$ cat src/rtl/apu_pkg.sv
// Shared constants and types for the APU length/channel register block.
// Holds register offsets, read-back OR masks and the length-counter state.
package apu_pkg;

  localparam logic [1:0] NRX1_OFS = 2'd0;
  localparam logic [1:0] NRX2_OFS = 2'd1;
  localparam logic [1:0] NRX3_OFS = 2'd2;
  localparam logic [1:0] NRX4_OFS = 2'd3;

  // Bits that always read back as 1, OR-ed onto the stored register value
  localparam logic [7:0] READ_MASK_NRX2    = 8'h00;
  localparam logic [7:0] READ_MASK_NRX3    = 8'h00;
  localparam logic [7:0] READ_MASK_NRX3_FH = 8'hFF;
  localparam logic [7:0] READ_MASK_NRX4    = 8'hBF;

  function automatic logic [7:0] read_mask_nrx1(input int len_w);
    return 8'((1 << len_w) - 1);
  endfunction

  function automatic logic dac_decode(input logic [7:0] r, input logic has_env);
    return has_env ? (r[7:3] != 5'd0) : r[7];
  endfunction

  // len_cnt is kept 8 bits wide; upper bits stay zero for 6-bit channels
  typedef struct packed {
    logic [7:0] len_cnt;
    logic       len_done;
  } len_state_t;

endpackage

$ cat src/rtl/apu_len_counter.sv
// Length counter: load, 256 Hz tick, trigger reload and expiry pulse.
// APU_LEN_EXTRA_CLK_EN adds the extra clock on a first-half-period len_en 0->1 write.
module apu_len_counter
  import apu_pkg::*;
#(
  parameter int LEN_W = 6
) (
  input  logic             clk,
  input  logic             napu_reset,
  input  logic             len_tick,
  input  logic             len_en_q,
  input  logic             wr_len,
  input  logic [LEN_W-1:0] load_val,
  input  logic             wr_nr4,
  input  logic             new_len_en,
  input  logic             trig,
  output logic             expire
);

  localparam logic [7:0] CNT_MASK = 8'((1 << LEN_W) - 1);

  len_state_t st_q, st_d;
  logic       extra, tick_ok;

  function automatic len_state_t clk_once(input len_state_t s);
    len_state_t r;
    r = s;
    if (s.len_cnt == CNT_MASK) begin
      r.len_cnt  = 8'd0;
      r.len_done = 1'b1;
    end else begin
      r.len_cnt = s.len_cnt + 8'd1;
    end
    return r;
  endfunction

`ifdef APU_LEN_EXTRA_CLK_EN
  logic half_q, half_d;

  always_ff @(posedge clk or negedge napu_reset)
    if (!napu_reset) half_q <= 1'b0;
    else             half_q <= half_d;

  always_comb begin
    half_d = len_tick ? !half_q : half_q;
    extra  = wr_nr4 && new_len_en && !len_en_q && half_q && !st_q.len_done;
  end
`else
  assign extra = 1'b0;
`endif

  always_comb begin
    st_d    = st_q;
    expire  = 1'b0;
    // A same-cycle NRx4 write decides len_en; a trigger swallows the tick
    tick_ok = len_tick && (wr_nr4 ? new_len_en : len_en_q) && !st_q.len_done && !trig;
    if (wr_len) begin
      st_d.len_cnt  = 8'(load_val);
      st_d.len_done = 1'b0;
    end else begin
      if (extra || tick_ok) st_d = clk_once(st_q);
      // Trigger on an expired counter reloads; an extra clock then counts once more
      if (trig && st_d.len_done) begin
        st_d.len_cnt  = extra ? 8'd1 : 8'd0;
        st_d.len_done = 1'b0;
      end
      expire = st_d.len_done && !st_q.len_done;
    end
  end

  always_ff @(posedge clk or negedge napu_reset)
    if (!napu_reset) st_q <= '0;
    else             st_q <= st_d;

endmodule

$ cat src/rtl/apu_len_chan_regs.sv
// NRx1..NRx4 register bank, read mux, trigger and channel-active flag for one APU channel.
// APU_LEN_EXTRA_CLK_EN selects the length-enable quirk inside apu_len_counter.
module apu_len_chan_regs
  import apu_pkg::*;
#(
  parameter int LEN_W       = 6,
  parameter int HAS_FREQ_HI = 0,
  parameter int HAS_ENV     = 1
) (
  input  logic                                  clk,
  input  logic                                  napu_reset,
  input  logic                                  wr_en,
  input  logic                                  rd_en,
  input  logic [1:0]                            addr,
  input  logic [7:0]                            wdata,
  output logic [7:0]                            rdata,
  output logic                                  rdata_oe,
  input  logic                                  len_tick,
  output logic [((LEN_W == 8) ? 1 : (8 - LEN_W))-1:0] reg0_hi,
  output logic [7:0]                            reg1_q,
  output logic [7:0]                            reg2_q,
  output logic [2:0]                            freq_hi,
  output logic                                  len_en,
  output logic                                  ch_restart,
  output logic                                  ch_active,
  output logic                                  dac_on
);

  localparam int HI_W = (LEN_W == 8) ? 1 : (8 - LEN_W);

  logic [HI_W-1:0] reg0_hi_q, reg0_hi_d;
  logic [7:0]      reg1_d, reg2_d;
  logic [2:0]      freq_hi_q, freq_hi_d;
  logic            len_en_q, len_en_d;
  logic            ch_restart_q, ch_active_q, ch_active_d;
  logic            wr0, wr1, wr2, wr3, trig, len_expire;

  assign wr0  = wr_en && (addr == NRX1_OFS);
  assign wr1  = wr_en && (addr == NRX2_OFS);
  assign wr2  = wr_en && (addr == NRX3_OFS);
  assign wr3  = wr_en && (addr == NRX4_OFS);
  assign trig = wr3 && wdata[7];

  assign dac_on = dac_decode(reg1_q, HAS_ENV != 0);

  apu_len_counter #(.LEN_W(LEN_W)) u_len (
    .clk        (clk),
    .napu_reset (napu_reset),
    .len_tick   (len_tick),
    .len_en_q   (len_en_q),
    .wr_len     (wr0),
    .load_val   (wdata[LEN_W-1:0]),
    .wr_nr4     (wr3),
    .new_len_en (wdata[6]),
    .trig       (trig),
    .expire     (len_expire)
  );

  always_comb begin
    reg0_hi_d   = reg0_hi_q;
    reg1_d      = reg1_q;
    reg2_d      = reg2_q;
    freq_hi_d   = freq_hi_q;
    len_en_d    = len_en_q;
    ch_active_d = ch_active_q;
    if (wr0) reg0_hi_d = HI_W'(wdata >> LEN_W);
    if (wr1) reg1_d = wdata;
    if (wr2) reg2_d = wdata;
    if (wr3) begin
      len_en_d = wdata[6];
      if (HAS_FREQ_HI != 0) freq_hi_d = wdata[2:0];
    end
    // Writing NRx2 with the DAC off kills the channel in the same edge
    if (len_expire || (wr1 && !dac_decode(wdata, HAS_ENV != 0))) ch_active_d = 1'b0;
    if (trig) ch_active_d = dac_on;
  end

  always_ff @(posedge clk or negedge napu_reset)
    if (!napu_reset) begin
      reg0_hi_q    <= '0;
      reg1_q       <= 8'h00;
      reg2_q       <= 8'h00;
      freq_hi_q    <= 3'd0;
      len_en_q     <= 1'b0;
      ch_restart_q <= 1'b0;
      ch_active_q  <= 1'b0;
    end else begin
      reg0_hi_q    <= reg0_hi_d;
      reg1_q       <= reg1_d;
      reg2_q       <= reg2_d;
      freq_hi_q    <= freq_hi_d;
      len_en_q     <= len_en_d;
      ch_restart_q <= trig;
      ch_active_q  <= ch_active_d;
    end

  always_comb begin
    rdata = 8'h00;
    if (rd_en)
      case (addr)
        NRX1_OFS: rdata = (8'(reg0_hi_q) << LEN_W) | read_mask_nrx1(LEN_W);
        NRX2_OFS: rdata = reg1_q | READ_MASK_NRX2;
        NRX3_OFS: rdata = reg2_q | ((HAS_FREQ_HI != 0) ? READ_MASK_NRX3_FH : READ_MASK_NRX3);
        default:  rdata = {1'b0, len_en_q, 6'b000000} | READ_MASK_NRX4;
      endcase
  end

  assign rdata_oe   = rd_en;
  assign reg0_hi    = reg0_hi_q;
  assign freq_hi    = freq_hi_q;
  assign len_en     = len_en_q;
  assign ch_restart = ch_restart_q;
  assign ch_active  = ch_active_q;

endmodule

$ cat config.mk
export PLATFORM = sky130hd
export DESIGN_NAME = apu_len_chan_regs
export DESIGN_NICKNAME = d
export VERILOG_FILES = /design/src/rtl/apu_pkg.sv /design/src/rtl/apu_len_counter.sv /design/src/rtl/apu_len_chan_regs.sv
export SDC_FILE = /design/constraint.sdc
export NUM_CORES = 1
export LEC_CHECK = 0
export BUFFER_PORTS_ARGS = -buffer_cell sky130_fd_sc_hd__buf_2
export CAP_MARGIN = 20
export CORE_AREA = 2 2 64 72
export CTS_CLUSTER_SIZE = 40
export DETAILED_ROUTE_END_ITERATION = 8
export DIE_AREA = 0 0 66 74
export SLEW_MARGIN = 5
export SYNTH_ARGS = -nofsm -noshare
export SYNTH_HDL_FRONTEND = slang
export SYNTH_SLANG_ARGS = --single-unit
$ cat constraint.sdc
create_clock -name clk -period 1.9 [get_ports clk]
set_clock_uncertainty 0.15 [all_clocks]
set_input_delay 0.38 -clock clk [delete_from_list [all_inputs] [get_ports clk]]
set_output_delay 0.38 -clock clk [all_outputs]
set_load 0.03 [all_outputs]
# Word level (Yosys, flattened, before mapping)
# Cells that the tools add are included.
[op_classes] eq_ne=4 addsub=1 mux=13 n_reduce_logical=20
[op_table] cell="2-to-1 mux 9 bit" count=5
[op_table] cell="one-hot mux 8 bit (3 select lines)" count=1
[op_table] cell="2-to-1 mux 8 bit" count=2
[op_table] cell="logical AND 1 bit" count=11
[op_table] cell="nonzero test 5 bit" count=2
[op_table] cell="adder 8 x 1 -> 8 bit (second input constant)" count=1
[op_table] cell="== test 8 x 6 -> 1 bit (second input constant)" count=1
[op_table] cell="2-to-1 mux 1 bit" count=5
[op_table] cell="== test 2 bit (second input constant)" count=2
[op_table] cell="logical NOT 1 bit" count=3
[op_table] cell="nonzero test 3 bit" count=1
[op_table] cell="== test 2 x 1 -> 1 bit (second input constant)" count=1
[op_table] cell="logical NOT 2 bit" count=1
[op_table] cell="nonzero test 2 bit" count=1
[op_table] cell="logical OR 1 bit" count=1
[totals] word_cells=46 out_inout_bits=34 in_bits=15 regBits=30

# Longest topological paths before layout
[depth] depth_word=16 mapped_depth=7 depth_no_buf=6

# Hierarchy
# From an unflattened synthesis, not the netlist that was laid out.
[hier_totals] hier_cells=131 area_unflattened_um2=1629.1
[by_module_without_submodules] module="apu_len_chan_regs" seq_area_each_um2=525.5 instances=1 area_each_um2=1052.3 cells_per_inst=73
[by_module_without_submodules] module="apu_len_counter" seq_area_each_um2=225.2 instances=1 area_each_um2=576.8 cells_per_inst=58

# Least setup slack after synthesis
# OpenSTA, ideal clock, no wires.
[synth_timing] path_type="input -> register" start="input port addr[1]" end="register u_len.st_q[2] (netlist bit)" required_ns=1.624 path_buffers=2 slack_ns=0.139 setup_ns=0.126 stages=7 arrival_time_ns=1.485 cell_sequence="buf_2 > and3_4 > buf_6 > mux2_4 > nand2_1 > nor2_1 > a221o_1"
[synth_via] elab_chain_len=12 word_cells_on_any_way=17 classes_between="1 x eq/ne; 6 x mux; 10 x reduce/logical"
[synth_lines] element="start: declaration" line_no="apu_len_chan_regs.sv:14" rtl="input logic [1:0] addr,"
[synth_lines] element="== test 2 bit" line_no="apu_len_chan_regs.sv:41" rtl="assign wr3 = wr_en && (addr == NRX4_OFS);"
[synth_lines] element="logical AND 1 bit" line_no="apu_len_chan_regs.sv:41"
[synth_lines] element="2-to-1 mux 1 bit"
[synth_lines] element="logical AND 1 bit (3 in series)" line_no="apu_len_counter.sv:56" rtl="tick_ok = len_tick && (wr_nr4 ? new_len_en : len_en_q) && !st_q.len_done && !trig;"
[synth_lines] element="2-to-1 mux 9 bit" line_no="apu_len_counter.sv:61" rtl="if (extra || tick_ok) st_d = clk_once(st_q);"
[synth_lines] element="2-to-1 mux 9 bit" line_no="apu_len_counter.sv:57" rtl="if (wr_len) begin"
[synth_lines] element="logical AND 1 bit" line_no="apu_len_counter.sv:63" rtl="if (trig && st_d.len_done) begin"
[synth_lines] element="2-to-1 mux 9 bit" line_no="apu_len_counter.sv:63"
[synth_lines] element="2-to-1 mux 9 bit (2 in series)" line_no="apu_len_counter.sv:57"
[synth_lines] element="end signal: assignment" line_no="apu_len_counter.sv:73" rtl="else st_q <= st_d;"
[synth_lines] element="end: declaration" line_no="apu_len_counter.sv:22" rtl="len_state_t st_q, st_d;"
# Several ways; a longest one is shown, not always the timed one. The select of a mux whose other input is x is not followed.
# A chain may end at the register's enable or synchronous reset.

# Worst setup path after layout
[layout_timing] start="register len_en_q, in the netlist len_en" end="output port rdata[6]"
[layout_via] elab_chain_len=2
[layout_lines] element="start: declaration" line_no="apu_len_chan_regs.sv:34" rtl="logic len_en_q, len_en_d;"
[layout_lines] element="start signal: assignment" line_no="apu_len_chan_regs.sv:92" rtl="len_en_q <= len_en_d;"
[layout_lines] element="one-hot mux 8 bit (3 select lines)" line_no="apu_len_chan_regs.sv:100" rtl="case (addr)"
[layout_lines] element="2-to-1 mux 8 bit" line_no="apu_len_chan_regs.sv:99" rtl="if (rd_en)"
[layout_lines] element="end: declaration" line_no="apu_len_chan_regs.sv:16" rtl="output logic [7:0] rdata,"
# Every way passes these cells.

==> out/summary.txt <==
sequence of cells on the critical path: mux4_2 -> and2_4 -> buf_6
number of CTS-inserted buffers: 5
die area: 4880 um2
ys flop type: dfrtp_1
Setup Crit Path Kind: flop to output pin
antenna violations before repair: 0
R2R setup slack: 0.13 ns
slack of the critical path: -0.0810 ns
total number of vias: 1282
WP data arrival: 1.45 ns
Placer Congestion: 0.788
Worst EP required: 1.37 ns
FF-to-FF Start: u_len.st_q[2]$_DFFE_PN0P_
clock buffer depth: 2
Critical Path End Type: output pin
max incr delay on CP: 0.47 ns
worst skew pair latency: 0.29 ns
Design Area, Final: 2020 um2
Post-synth EDFFs: 0
Netlist Area Pre-Place: 1590 um2
Area Growth Syn to Fin: 26.8%
post-route ant nets: 0
outcome: complete, but fails checks
fmax: 505 MHz
M1 WL: 1780 um
max-cap viol count: 0
pwr/cell area: 1050 nW/um2
IO Count: 49
Setup violations, final: 1
Die H: 74 um
drt wl/cell: 16.2 um
Top delay family on crit path: multiplexers
failing checks: hold timing, setup timing
Worst-path clk slew: 0.07 ns
leakage: 0.945 nW
DR WL met2: 1920 um
async set-reset flop share out of synthesis: 100%
vias in the first global route: 1252
Worst R2R End: u_len.st_q[6]$_DFFE_PN0P_
CTS Sinks: 30
Seq cells post-synth: 30
Placed Area: 1870 um2
GR Util All Layers: 17.2%
# diodes: 0
H-Tree Depth: 2
library cells used by synthesis: 43
largest net degree at the start of global routing: 31
CP bufs+invs: 1
post-synthesis sequential area ratio: 47.2%
synthesized netlist cell count: 136
peak supply drop: 0.651 mV
initial drt markers: 27
Period Utilization, post-route: 104%
final wirelength: 3960 um
initial core utilization: 37.9%
Min-Delay Path Class: input pin to async pin
Synthesis Warnings: 0
Pre-antenna DRT Iters: 4
die span in x: 66 um
Post-Syn Area per Cell: 11.7 um2
unrepaired setup endpoints after global routing: yes
Vias per Instance: 5.23
Tightest Pin Transition: 0.676 ns
Core ar.: 4190 um2
Hold WS: -0.0254 ns
uppermost layer routed: met4
PortBufs: 45
Min Clock Period, post-route: 1.98 ns
Hold Fails Final Rpt: 30
max-slew violation count: 0
nets@finish: 206
setup TNS: -0.0810 ns
layout cells sized above 1: 50.3%
CTS tree: built
num rows: 25
# DRC: 0
post-DP HPWL: 2880 um
Remaining Overflow, GRT: 0
CP startpoint kind: flop
slowest CP cell: mux4_2
CP max FO: 2
met3 wire len: 198 um
worst r2r path cells: 6
root buf cell: clkbuf_8
first-pass GRT wire length: 6280 um
slew margin rel.: 55.0%
layer usage:
metal / track usage [%] / vias to the layer above
li1: - / 610
met1: 21.7 / 627
met2: 28.1 / 39
met3: 4.54 / 6
met4: 7.48 / 0
met5: 0 / -
where the power goes:
group	internal, W	total (W)	switching, W
Clock	0.000292	0.000541	0.000249
Sequential	0.000763	0.000867	0.000104
Combinational	0.000284	0.000714	0.000430
Yosys cell counts, types with 2 or more instances:
cell type	number	share of area (%)
a21oi_1	2	0.63
a221o_1	2	1.3
a22o_1	2	1.1
and2_1	2	0.79
and3b_1	2	1.1
buf_2	2	0.63
buf_4	4	1.9
buf_6	2	1.4
dfrtp_1	30	47
inv_1	2	0.47
mux2_2	20	14
nand2_1	9	2.1
nand2b_1	2	0.79
nand3_1	4	1.3
nand3b_1	2	0.94
nor2_1	9	2.1
nor3_1	4	1.3
o21ai_1	4	1.3
o221a_2	7	5.0
xnor2_1	2	1.1
cell usage in the layout, fill, tap and decap left out, types with 2 or more instances in the layout:
| cell type | Yosys | final |
|---|---|---|
| o21ai_1 | 4 | 4 |
| a221o_1 | 2 | 2 |
| a21oi_1 | 2 | 2 |
| buf_4 | 4 | 9 |
| nand2b_1 | 2 | 2 |
| dfrtp_1 | 30 | 30 |
| and3b_1 | 2 | 2 |
| nand3_1 | 4 | 4 |
| o221a_2 | 7 | 6 |
| buf_2 | 2 | 43 |
| buf_6 | 2 | 2 |
| nand2_1 | 9 | 9 |
| inv_1 | 2 | 2 |
| nor2_1 | 9 | 9 |
| nor3_1 | 4 | 4 |
| clkbuf_8 | 0 | 6 |
| a22o_1 | 2 | 2 |
| xnor2_1 | 2 | 2 |
| conb_1 | 1 | 3 |
| nand3b_1 | 2 | 2 |
| mux2_2 | 20 | 20 |
state kept, by name, indices dropped and copies added, names as in the netlist:
name        cells
len_en          1
reg2_q          8
ch_active       1
ch_restart      1
reg0_hi         2
reg1_q          8
u_len.st_q      9
logic make-up (layout without fill, tap and decap cells):
group           count (synthesis)  after routing  share of synthesized area, %
mux                            23             23                          17.4
xor+xnor                        2              2                          1.10
other cells                     1              3                         0.236
buf+inv                        11             64                          4.64
fa+ha+maj                       1              1                         0.787
compound gates                 25             25                          13.0
flops                          30             30                          47.2
simple gates                   43             43                          15.7
through the flow:
step | power [W] | utilization, % | setup WS (ns) | hold WS, ns | cells
floorplan | 0.00134 | - | 0.139 | -0.0656 | 138
global placement | 0.00154 | 44.6 | 0.00970 | 0.303 | 234
detailed placement | 0.00156 | 44.6 | -0.0201 | 0.312 | 234
CTS | 0.00213 | 47.6 | -0.0834 | 0.000371 | 245
global route | 0.00222 | 48.1 | -0.106 | 0.0278 | 245
finish | 0.00212 | 48.1 | -0.0810 | -0.0254 | 245
timing repair:
| item | in CTS | in global routing |
|---|---|---|
| hold buffers | 0 | 0 |
| gates cloned | 0 | 0 |
| resized for setup | 4 | 3 |
| buffers inserted | 3 | 0 |
| endpoints found under the setup margin | 2 | 5 |
how the worst max path moves through the flow:
stage	startpoint	endpoint	slack [ns]	cells after the start
6_report	len_en$_DFF_PN0_	rdata[6]	-0.08	3
5_1_grt	reg2_q[6]$_DFFE_PN0P_	rdata[6]	-0.11	3
4_1_cts	len_en$_DFF_PN0_	rdata[6]	-0.08	3
3_5_place_dp	addr[0]	rdata[6]	-0.02	4
3_3_place_gp	addr[0]	rdata[6]	0.01	4
2_1_floorplan	addr[1]	u_len.st_q[2]$_DFFE_PN0P_	0.14	7
layout make-up:
class | instances | area (um2)
fill | 394 | 2180
multi-input combinational | 97 | 793
sequential | 30 | 751
timing repair buffer | 54 | 305
clock buffer | 7 | 86.3
tap | 54 | 67.6
inverter | 2 | 7.51
clock inverter | 1 | 5.00
(Power assumes the default switching activity.)
